**config.mk**
```make
export PLATFORM = sky130hd
export DESIGN_NAME = ram_sp_be_clr
export DESIGN_NICKNAME = d
export VERILOG_FILES = /design/src/rtl/ram_sp_be_clr.sv
export SDC_FILE = /design/constraint.sdc
export NUM_CORES = 2
export LEC_CHECK = 0
export BUFFER_PORTS_ARGS = -buffer_cell sky130_fd_sc_hd__buf_2
export CAP_MARGIN = 30
export CORE_AREA = 5 5 386 482
export CTS_CLUSTER_SIZE = 8
export DETAILED_ROUTE_END_ITERATION = 7
export DIE_AREA = 0 0 391 487
export PLACE_DENSITY = 0.61
export SLEW_MARGIN = 20
export SYNTH_ARGS = -nofsm -noshare
export SYNTH_HDL_FRONTEND = slang
export SYNTH_SLANG_ARGS = --single-unit
export TNS_END_PERCENT = 10
```
**constraint.sdc**
```tcl
create_clock -name clock -period 6.6 [get_ports clock]
set_input_delay 0.99 -clock clock [delete_from_list [all_inputs] [get_ports clock]]
set_output_delay 0.99 -clock clock [all_outputs]
set_load 0.03 [all_outputs]
```
**src/rtl/ram_sp_be_clr.sv**
```systemverilog
// ram_sp_be_clr: single-port synchronous RAM with byte enables, 1/2-cycle read latency,
// post-reset clear sweep (busy) and an error pulse for rejected requests.
module ram_sp_be_clr #(
    parameter int DATA_WIDTH = 8,
    parameter int DEPTH = 256,
    parameter int ADDR_WIDTH = 8,
    parameter int READ_LATENCY = 1,
    parameter bit CLEAR_ON_RESET = 1'b1,
    parameter logic [DATA_WIDTH-1:0] CLEAR_VALUE = '0
) (
    input  logic                    clock,
    input  logic                    reset,
    input  logic [DATA_WIDTH-1:0]   data_in,
    input  logic                    read_enable,
    input  logic                    write_enable,
    input  logic [DATA_WIDTH/8-1:0] byte_en,
    input  logic [ADDR_WIDTH-1:0]   address,
    output logic [DATA_WIDTH-1:0]   data_out,
    output logic                    read_valid,
    output logic                    busy,
    output logic                    error
);
    localparam int NB = DATA_WIDTH / 8;
    localparam logic [ADDR_WIDTH:0] DEPTH_X = (ADDR_WIDTH + 1)'(DEPTH);
    localparam logic [ADDR_WIDTH-1:0] LAST = ADDR_WIDTH'(DEPTH - 1);

    typedef enum logic {CLEAR, IDLE} state_t;

    state_t                  state_q, state_d;
    logic [ADDR_WIDTH-1:0]   cnt_q, cnt_d;
    logic [DATA_WIDTH-1:0]   mem [DEPTH];
    logic [DATA_WIDTH-1:0]   rd_data_q, rd_data_d, data_out_q, data_out_d;
    logic                    rd_v_q, rd_v_d, read_valid_q, read_valid_d, error_q, error_d;
    logic                    in_range, rd_ok, wr_ok, mem_we;
    logic [ADDR_WIDTH-1:0]   mem_addr;
    logic [DATA_WIDTH-1:0]   mem_wdata, mem_rdata;
    logic [NB-1:0]           mem_be;

    always_comb begin
        in_range     = {1'b0, address} < DEPTH_X;
        rd_ok        = state_q == IDLE && read_enable && !write_enable && in_range;
        wr_ok        = state_q == IDLE && write_enable && !read_enable && in_range;
        error_d      = (read_enable || write_enable) && !rd_ok && !wr_ok;
        mem_we       = state_q == CLEAR || wr_ok;
        mem_addr     = state_q == CLEAR ? cnt_q : address;
        mem_wdata    = state_q == CLEAR ? CLEAR_VALUE : data_in;
        mem_be       = state_q == CLEAR ? '1 : byte_en;
        mem_rdata    = rd_ok ? mem[address] : rd_data_q;
        cnt_d        = state_q == CLEAR ? cnt_q + 1'b1 : cnt_q;
        state_d      = state_q == CLEAR && cnt_q == LAST ? IDLE : state_q;
        rd_v_d       = rd_ok;
        rd_data_d    = mem_rdata;
        // Latency 2 retimes the first stage; latency 1 loads data_out straight from the array.
        read_valid_d = READ_LATENCY == 2 ? rd_v_q : rd_ok;
        data_out_d   = READ_LATENCY == 2 ? (rd_v_q ? rd_data_q : data_out_q)
                                         : (rd_ok ? mem_rdata : data_out_q);
    end

    always_ff @(posedge clock) begin
        if (reset) begin
            state_q      <= CLEAR_ON_RESET ? CLEAR : IDLE;
            cnt_q        <= '0;
            rd_v_q       <= 1'b0;
            rd_data_q    <= '0;
            data_out_q   <= '0;
            read_valid_q <= 1'b0;
            error_q      <= 1'b0;
        end else begin
            state_q      <= state_d;
            cnt_q        <= cnt_d;
            rd_v_q       <= rd_v_d;
            rd_data_q    <= rd_data_d;
            data_out_q   <= data_out_d;
            read_valid_q <= read_valid_d;
            error_q      <= error_d;
        end
    end

    always_ff @(posedge clock) begin
        if (!reset && mem_we)
            for (int i = 0; i < NB; i++)
                if (mem_be[i]) mem[mem_addr][8*i +: 8] <= mem_wdata[8*i +: 8];
    end

    assign data_out   = data_out_q;
    assign read_valid = read_valid_q;
    assign busy       = state_q == CLEAR;
    assign error      = error_q;
endmodule

```
==> reports/metrics.yaml <==
outcome: "complete, no violations"
reg2reg_depth: 6
numCtsBuffers: 308
intPower_uw: 23100
crit_path_start: "state_q"
drt_wl_total_um: 221000
drive_above_1_share: 0.229
slew_headroom: 0.0120
setup_violations: 0
max-cap-violations: 0
finalClockSkew_ps: 80.5
nNetsFinal: 4133
worst_setup_path_end_kind: "flip-flop"
drt-initial-drc-count: 4528
grt.overflow.total: 0
final_common_cell: "edfxtp_1"
cts.clk_slew.worst_paths_ps: 50
postCtsSetupBuffers: 0
mostFrequentLayoutCells: "edfxtp_1 (2,048), mux4_2 (448), clkbuf_16 (316), nor2_1 (303), mux2i_1 (212)"
multiInputGateArea_mm2: 0.0175
clock-root-buffer: "clkbuf_16"
min_period_ps: 4330
reg2reg_to: "mem[115][2]"
reg2reg_slack_ps: 2270
wl_per_cell_um: 33.7
antenna_found_initial: 4
cts_tree: "yes"
grt_max_degree: 213
synthToLayoutAreaGrowth_pct: 13.5
crit_end: "mem[115][2]"
power_density_mw_per_mm2: 316
arrival_ps: 4860
tightest_slew_ps: 1480
synthDistinctLibCells: 74
min_path_type: "in -> reg"
async_flop_share: 0
clock_power_share: 0.472
clockBufferDepth: 4
postRouteAntennaNets: 0
seqCellArea_mm2: 0.0619
insertion_delay_ps: 930
chipWidth_um: 391
fmaxAchievable_ghz: 0.231
die_area_mm2: 0.190
crit-reg2reg-launch: "state_q"
period_share: 0.656
die_height_um: 487
grt_pass1_wl_um: 314000
combPwrFrac: 0.036
start_kind: "flip-flop"
postCtsHoldBufs: 0
syn_nets: 3923
seq_power_share: 0.492
power_uw: 29000
synth_cells: 3901
track_usage: 0.233
synth-main-ff-cell: "edfxtp_1"
path_class: "reg -> reg"
ctsResizeCount: 0
finalInstanceArea_mm2: 0.0918
syn_area_per_cell_um2: 20.7
p_leak_uw: 0.0308
via_per_inst: 6.19
crit_path_max_fanout: 35
drv_slew: 0
first_pass_iters: 6
htree_levels: 5
peakVddDrop_v: 0.000234
initial_core_util: 0.446
switching_share: 0.202
placed_cell_area_mm2: 0.0836
numPortBuffers: 31
io_pins: 32
rows: 175
synth_enable_flop_cells: 2048
grt_setup_unrepaired: "no"
ys_seq_area_frac: 0.765
cts.sinks: 2067
p_sw_uw: 5860
synth_area_mm2: 0.0809
route.detailed.drc: 0
route.vias.total: 40592
core_area_mm2: 0.181
fillCellCount: 14283
crit_required_ps: 7120
grt_pass1_vias: 41959
yosys_warnings: 0
finalSetupTns_ps: 0
gp_congestion: 0.905
ys_ff_latch: 2067
hpwl_um: 136000
final_hold_viol_count: 0
Yosys cell counts (23+ instances only):
master,number,area [um2]
a21oi_1,32,160
a22oi_1,87,653
a31oi_1,23,144
buf_2,59,295
buf_4,49,368
buf_6,34,383
clkbuf_1,73,274
edfxtp_1,2048,61500
mux2_2,23,259
mux2i_1,212,2120
mux4_2,448,10100
nand2_1,127,477
nand3_1,29,145
nor2_1,307,1150
o22ai_1,42,263
worst min-delay path by stage:
stage	start	end	slack [ps]	cells after the start
6_report	read_enable	error	370	3
3_5_place_dp	cnt_q[4]	cnt_q[4]	580	2
5_1_grt	read_enable	error	350	3
4_1_cts	read_enable	error	300	3
2_1_floorplan	cnt_q[4]	cnt_q[4]	540	2
3_3_place_gp	cnt_q[2]	cnt_q[2]	570	2
metal layers:
metal / track usage / up-vias / share of wire
li1: - / 16503 / -
met1: 0.303 / 21541 / 0.38
met4: 0.120 / 0 / 0.057
met5: 0 / - / 0
met2: 0.366 / 2054 / 0.48
met3: 0.0594 / 494 / 0.090
kinds of logic after synthesis:
kind of cell             count (synthesis)  share of synthesized area
XOR/XNOR                                 7                   0.000758
AO/OA/AOI/OAI                          325                     0.0291
buffers and inverters                  241                     0.0188
multiplexers                           683                      0.154
adder cells (fa/ha/maj)                  1                   0.000155
flip-flops                            2067                      0.765
AND/OR/NAND/NOR                        577                     0.0319
per-stage QoR:
stage,hold WS [ps],worst slack (ps),std cells,util
final,367,2270,6561,0.506
after global routing,353,2390,6559,0.506
after floorplan,536,1390,3901,-
after global placement,573,1480,6179,0.460
after detailed placement,577,1910,6187,0.461
after CTS,299,2520,6555,0.506
layout make-up:
cell class                      instances  share of cell area
Antenna cell                            3           0.0000818
Clock buffer                          362              0.0880
Clock inverter                          6            0.000886
Inverter                               12            0.000545
Multi-Input combinational cell       1593               0.191
Sequential cell                      2067               0.674
Tap cell                             2389              0.0326
Timing Repair Buffer                  129              0.0129
critical path, cell delays in order (launching register included):
cell and delay, ps:
dfxtp_1 290, buf_4 260, inv_1 620, nand2_1 200, o22ai_1 890, nand2_1 710
nor2_1 950
registers in the layout, indices dropped and copies added, names as in the netlist:
name and cells:
read_valid 1, mem 2048, error 1, cnt_q 8, state_q 1, data_out 8
power by group through the flow:
stage	Combinational [uW]	Clock (uW)	Sequential, uW
after CTS	1040	13900	14300
final	1040	13700	14300
after floorplan	670	0	14500
after detailed placement	1030	0	14500
after global routing	1070	14500	14200
after global placement	1030	0	14500
No activity file was read; power rests on OpenSTA's default activity.
